--- config.mk ---
export PLATFORM = sky130hd
export DESIGN_NAME = ucie_ctl_rx_buffer_ctrl
export DESIGN_NICKNAME = d
export VERILOG_FILES = /design/src/rtl/ucie_ctl_rx_pkg.sv /design/src/rtl/ucie_ctl_rx_fifo.sv /design/src/rtl/ucie_ctl_rx_buffer_ctrl.sv
export SDC_FILE = /design/constraint.sdc
export NUM_CORES = 1
export LEC_CHECK = 0
export CAP_MARGIN = 10
export CORE_MARGIN = 3
export CORE_UTILIZATION = 58
export DETAILED_ROUTE_END_ITERATION = 10
export PLACE_DENSITY = 0.91
export SLEW_MARGIN = 10
export SYNTH_ARGS = -nofsm -noshare
export SYNTH_HDL_FRONTEND = slang
export SYNTH_SLANG_ARGS = --single-unit
--- constraint.sdc ---
create_clock -name i_clk -period 5.61 [get_ports i_clk]
set_clock_uncertainty 0.05 [all_clocks]
set_input_delay 0.8415 -clock i_clk [delete_from_list [all_inputs] [get_ports i_clk]]
set_output_delay 0.8415 -clock i_clk [all_outputs]
set_load 0.1 [all_outputs]
--- src/rtl/ucie_ctl_rx_pkg.sv ---
// Shared state encoding and sizing helpers for the UCIe control-path RX buffer.
package ucie_ctl_rx_pkg;

    localparam int unsigned RX_ST_W = 4;

    // One-hot state codes
    localparam logic [RX_ST_W-1:0] RX_ST_IDLE     = 4'b0001;
    localparam logic [RX_ST_W-1:0] RX_ST_ACTIVE   = 4'b0010;
    localparam logic [RX_ST_W-1:0] RX_ST_DRAIN    = 4'b0100;
    localparam logic [RX_ST_W-1:0] RX_ST_OVERFLOW = 4'b1000;

    typedef enum logic [RX_ST_W-1:0] {
        ST_IDLE     = RX_ST_IDLE,
        ST_ACTIVE   = RX_ST_ACTIVE,
        ST_DRAIN    = RX_ST_DRAIN,
        ST_OVERFLOW = RX_ST_OVERFLOW
    } rx_state_e;

    // Occupancy width: must represent 0..depth inclusive
    function automatic int unsigned fill_w(input int unsigned depth);
        return int'($clog2(depth)) + 1;
    endfunction

endpackage

--- src/rtl/ucie_ctl_rx_fifo.sv ---
// Power-of-two FWFT storage for the RX buffer; the caller qualifies wr_en/rd_en.
module ucie_ctl_rx_fifo
    import ucie_ctl_rx_pkg::*;
#(
    parameter int unsigned DATA_W = 32,
    parameter int unsigned DEPTH  = 8
) (
    input  logic                        i_clk,
    input  logic                        i_rst,
    input  logic                        wr_en,
    input  logic [DATA_W-1:0]           wr_data,
    input  logic                        rd_en,
    input  logic                        flush,
    output logic                        full,
    output logic                        empty,
    output logic [fill_w(DEPTH)-1:0]    count,
    output logic [DATA_W-1:0]           head
);

    localparam int unsigned AW = $clog2(DEPTH);
    localparam int unsigned CW = fill_w(DEPTH);

    logic [DATA_W-1:0] mem [DEPTH];
    logic [AW-1:0]     wr_ptr;
    logic [AW-1:0]     rd_ptr;

    // Storage array; contents are intentionally left unreset
    always_ff @(posedge i_clk) begin
        if (wr_en && !flush) begin
            mem[wr_ptr] <= wr_data;
        end
    end

    // Pointers wrap naturally at DEPTH; flush discards everything
    always_ff @(posedge i_clk or negedge i_rst) begin
        if (!i_rst) begin
            wr_ptr <= '0;
            rd_ptr <= '0;
            count  <= '0;
        end else if (flush) begin
            wr_ptr <= '0;
            rd_ptr <= '0;
            count  <= '0;
        end else begin
            if (wr_en) wr_ptr <= wr_ptr + AW'(1);
            if (rd_en) rd_ptr <= rd_ptr + AW'(1);
            case ({wr_en, rd_en})
                2'b10:   count <= count + CW'(1);
                2'b01:   count <= count - CW'(1);
                default: count <= count;
            endcase
        end
    end

    assign full  = (count == CW'(DEPTH));
    assign empty = (count == '0);
    assign head  = mem[rd_ptr];

endmodule

--- src/rtl/ucie_ctl_rx_buffer_ctrl.sv ---
// RX buffer controller: link-side capture, FWFT consumer port, drain and overflow flush.
// Optional saturating overflow counter enabled by defining UCIE_CTL_RX_OVF_CNT_EN.
module ucie_ctl_rx_buffer_ctrl
    import ucie_ctl_rx_pkg::*;
#(
    parameter int unsigned DATA_W = 32,
    parameter int unsigned DEPTH  = 8,
    parameter int unsigned CNT_W  = 8
) (
    input  logic                        i_clk,
    input  logic                        i_rst,
    input  logic                        i_rx_enable,
    input  logic                        i_rx_valid,
    input  logic [DATA_W-1:0]           i_rx_data,
    output logic                        o_rd_valid,
    output logic [DATA_W-1:0]           o_rd_data,
    input  logic                        i_rd_ready,
    output logic                        o_buffer_enable,
    output logic                        o_draining,
    output logic                        o_overflow_detected,
    output logic [fill_w(DEPTH)-1:0]    o_fill_level,
    output logic [CNT_W-1:0]            o_ovf_count
);

    localparam int unsigned CW = fill_w(DEPTH);

    rx_state_e         state;
    logic              full;
    logic              empty;
    logic [CW-1:0]     count;
    logic [CW-1:0]     count_after;
    logic [DATA_W-1:0] head;
    logic              rd_valid_c;
    logic              rd_fire;
    logic              wr_en;
    logic              ovf;
    logic              flush;

    // Read/write qualification and the occupancy that will hold after this edge
    always_comb begin
        rd_valid_c = !empty && ((state == ST_ACTIVE) || (state == ST_DRAIN));
        rd_fire    = rd_valid_c && i_rd_ready;
        wr_en      = (state == ST_ACTIVE) && i_rx_valid && (!full || rd_fire);
        ovf        = (state == ST_ACTIVE) && i_rx_valid && full && !rd_fire;
        flush      = (state == ST_OVERFLOW);
        case ({wr_en, rd_fire})
            2'b10:   count_after = count + CW'(1);
            2'b01:   count_after = count - CW'(1);
            default: count_after = count;
        endcase
    end

    ucie_ctl_rx_fifo #(
        .DATA_W (DATA_W),
        .DEPTH  (DEPTH)
    ) u_fifo (
        .i_clk   (i_clk),
        .i_rst   (i_rst),
        .wr_en   (wr_en),
        .wr_data (i_rx_data),
        .rd_en   (rd_fire),
        .flush   (flush),
        .full    (full),
        .empty   (empty),
        .count   (count),
        .head    (head)
    );

    // Control FSM; status outputs are registered alongside the state they decode
    always_ff @(posedge i_clk or negedge i_rst) begin
        if (!i_rst) begin
            state               <= ST_IDLE;
            o_buffer_enable     <= 1'b0;
            o_draining          <= 1'b0;
            o_overflow_detected <= 1'b0;
        end else begin
            o_buffer_enable     <= 1'b0;
            o_draining          <= 1'b0;
            o_overflow_detected <= 1'b0;
            case (state)
                ST_IDLE: begin
                    if (i_rx_enable) begin
                        state           <= ST_ACTIVE;
                        o_buffer_enable <= 1'b1;
                    end else begin
                        state <= ST_IDLE;
                    end
                end
                ST_ACTIVE: begin
                    if (ovf) begin
                        state               <= ST_OVERFLOW;
                        o_overflow_detected <= 1'b1;
                    end else if (!i_rx_enable) begin
                        if (count_after != '0) begin
                            state      <= ST_DRAIN;
                            o_draining <= 1'b1;
                        end else begin
                            state <= ST_IDLE;
                        end
                    end else begin
                        state           <= ST_ACTIVE;
                        o_buffer_enable <= 1'b1;
                    end
                end
                ST_DRAIN: begin
                    if (count_after == '0) begin
                        state <= ST_IDLE;
                    end else begin
                        state      <= ST_DRAIN;
                        o_draining <= 1'b1;
                    end
                end
                ST_OVERFLOW: begin
                    state <= ST_IDLE;
                end
                default: begin
                    state <= ST_IDLE;
                end
            endcase
        end
    end

    // Head data is masked when nothing is presentable so it reads 0 out of reset
    assign o_rd_valid   = rd_valid_c;
    assign o_rd_data    = rd_valid_c ? head : '0;
    assign o_fill_level = count;

`ifdef UCIE_CTL_RX_OVF_CNT_EN
    logic [CNT_W-1:0] ovf_cnt;

    // Saturating count of overflow events, cleared only by reset
    always_ff @(posedge i_clk or negedge i_rst) begin
        if (!i_rst) begin
            ovf_cnt <= '0;
        end else if (ovf && (ovf_cnt != '1)) begin
            ovf_cnt <= ovf_cnt + CNT_W'(1);
        end
    end

    assign o_ovf_count = ovf_cnt;
`else
    assign o_ovf_count = '0;
`endif

endmodule

==> impl_results.md <==
- P&R area growth vs syn: 17.4%
- Period minus WS final: 4.58 ns
- Worst slew margin: 19.5%
- Post-DRT Antenna Nets: 0
- Area of the die: 20300 µm²
- PwrDens: 472 nW/µm²
- Max incr delay on CP: 1.03 ns
- Worst Path Arrival: 3.69 ns
- Vias in the first global route: 5717
- Crit-path cells: buf_12, mux4_2, mux2i_1, nor2_1, clkdlybuf4s50_1
- Placer Congestion: 0.819
- Maximum Capacitance Violations: 0
- Most frequent cell after synthesis: edfxtp_1
- CP startpoint kind: register
- Critical path data required time: 4.72 ns
- Netlist Area Pre-Place: 10800 µm²
- CTS Root Cell: clkbuf_16
- Initial antenna violation count: 0
- H-tree depth: 1
- Setup Crit Path Kind: register to output port
- First-pass GRT wire length: 33.8 mm
- Largest net degree at the start of global routing: 39
- Status: complete, no violations
- Max Fclk: 218 MHz
- Area share of the largest cell type after synthesis: 71.3%
- Design Area, Final: 12700 µm²
- Actual slew at the worst max-slew pin: 1.20 ns
- CTS tree: built
- Final std cells w/o fill: 864
- CTS Hold Buffers Added: 0
- Syn Inst Count: 526
- P_leak: 4.08 nW
- Grt total ovfl: 0
- Sink Count: 273
- # Post-CTS Setup Buffers: 0
- Top FF cell, synth: edfxtp_1
- Post-synthesis simple-gate area fraction: 3.93%
- Cell taking the most area after synthesis: edfxtp_1
- R2r setup slk: 2.22 ns
- Mapped Avg Cell Area: 20.5 µm²
- Critical path buffer and inverter count: 2
- Critical path's slowest cell: clkdlybuf4s50_1
- Ports: 85
- RSZ-0062 raised after global routing: no
- Row cnt: 49
- Initial DRC count: 324
- CP endpoint kind: output port
- VDD IR max: 0.349 mV
- Fill count: 1050
- CTS Buf Count: 26
- Clk_lat worst skew: 0.52 ns
- Worst setup margin: 1.03 ns
- Longest Clk Path Bufs: 3
- Setup violations, final: 0
- Crit Path Max Fanout: 34
- Async SR Flop Fraction: 6.23%
- Top post-synthesis cells by area: edfxtp_1 71%, mux4_2 13%, dfrtp_1 3.7%
- Pre-Repair DR Iteration Count: 4
- Share of layout cells above drive strength 1: 20.8%
- Fraction of synthesized cell area in xor and xnor cells: 0.731%
- Die height: 142 µm
- Die Wd: 142 µm
- Sequential share of the synthesized area: 75.2%
- Post-CTS Resized: 0
- CTS clk-pin slew, worst paths: 0.06 ns
- Initial core utilization: 59.6%
- Final Core Density: 70.0%
- Synth top cells by count: 256 x edfxtp_1, 64 x mux4_2, 50 x nor2_1
- Nets@finish: 661
- Final period utilization: 81.7%
- Multiplexer share of the synthesized area: 16.5%
- Fin. Hold Viols: 0
- GRT Total Usage: 22.2%
- Vias post-DR: 5382
- #FFs+latches synth: 273
- Post-synthesis compound-gate area fraction: 1.09%
- Largest family of logic cells by synthesized area: multiplexers
- CP top delay family: buffers and inverters
- Syn. warnings: 0
- IO buf count: 76
- Drt wl/cell: 25.0 µm
- Number of synthesized flops with an enable pin: 256
- Setup TNS: 0 ns
- Setup WS pre-CTS: 1.54 ns
- Yosys cell types: 44
- Adder-Cell Fraction of Synth Area: 0.580%
- Final HPWL DP: 12.3 mm
- Residual DRC count: 0
- Placed cell count: 819
- Antenna diodes: 0
- Core area: 18100 µm²
- Post-Route WL: 21.6 mm
- Placed Area: 11900 µm²
- Vias per inst: 6.23
- Min-delay worst type: register to register
- Fin. max-slew vios: 0
cell type report:
class,instances,area (µm²),share of cell area [%]
Multi-Input combinational cell,221,2540,20.1
Inverter,5,20.0,0.158
Sequential cell,273,8120,64.1
Clock buffer,31,691,5.46
Timing Repair Buffer,92,893,7.06
Tap cell,229,287,2.26
Clock inverter,13,105,0.830
kinds of logic after synthesis:
group                    after synthesis
AND/OR/NAND/NOR                       84
AO/OA/AOI/OAI                         17
XOR/XNOR                               9
other                                  1
adder cells (fa/ha/maj)                5
flip-flops                           273
buffers and inverters                 39
multiplexers                          98
worst min-delay path, cell delays in order (launching register included):
cell and delay (ns):
dfrtp_1 0.48, mux2i_1 0.11, nor2_1 0.07
routing by layer:
metal	global-route usage [%]	vias to the layer above	part of all wire (%)
met3	3.53	45	6.8
met1	30.3	2810	39
met2	38.5	226	53
li1	-	2301	-
met5	0	-	0
met4	5.60	0	1.8
worst paths after layout:
path	to	from	cells past startpoint
setup / recovery	o_rd_data[21]	u_fifo.rd_ptr[0]	5
hold / removal	u_fifo.count[1]	u_fifo.count[1]	2
setup reg to reg	state[2]	state[2]	11
hold reg to reg	u_fifo.count[1]	u_fifo.count[1]	2
max in group asynchronous	u_fifo.rd_ptr[0]	i_rst	1
min in group asynchronous	state[1]	i_rst	1
cell usage in the layout (no fill, tap or decap), types with 2 or more instances in the layout:
master           Yosys  layout
clkdlybuf4s50_1      0      76
nor2_4               1       4
nor3_1               7       3
xor2_1               4       4
edfxtp_1           256     256
buf_4                9      15
nor3_2               0       4
conb_1               1       8
a32oi_1              2       2
dfrtp_1             16      13
bufinv_16            0       2
nand2b_1             4       4
ha_1                 5       5
nor2b_1              2       2
xnor2_1              5       5
and3_1               2       2
clkinv_1             0       8
dfrtp_2              0       2
clkbuf_16            0      27
nand2_1              5       5
a21oi_1              3       3
o21ai_0              5       5
mux2i_1             34      34
nor4b_2              2       2
mux4_2              64      64
clkbuf_1            10       4
inv_1                4       4
nor2_1              50      47
clkinv_2             1       4
sequential cells by signal, summed over array words and instances (netlist names):
signal and cells:
u_fifo.rd_ptr 3, o_draining 1, o_overflow_detected 1, o_buffer_enable 1
state 4, u_fifo.mem 256, u_fifo.count 4, u_fifo.wr_ptr 3
metrics by stage:
step                      hold WS (ns)  power [mW]
after floorplan                  0.496        3.95
after global placement           0.576        4.31
after detailed placement         0.628        4.37
after CTS                        0.650        6.02
after global routing             0.693        6.21
final                            0.654        5.98
power by group:
part	switching (mW)	internal [mW]	leakage (nW)	total, mW
clock network	0.688	0.958	0.390	1.65
logic	1.08	0.729	1.18	1.81
registers	0.208	2.32	2.51	2.53
total	1.97	4.01	4.08	5.98
Power figures use the tool's default switching activity.
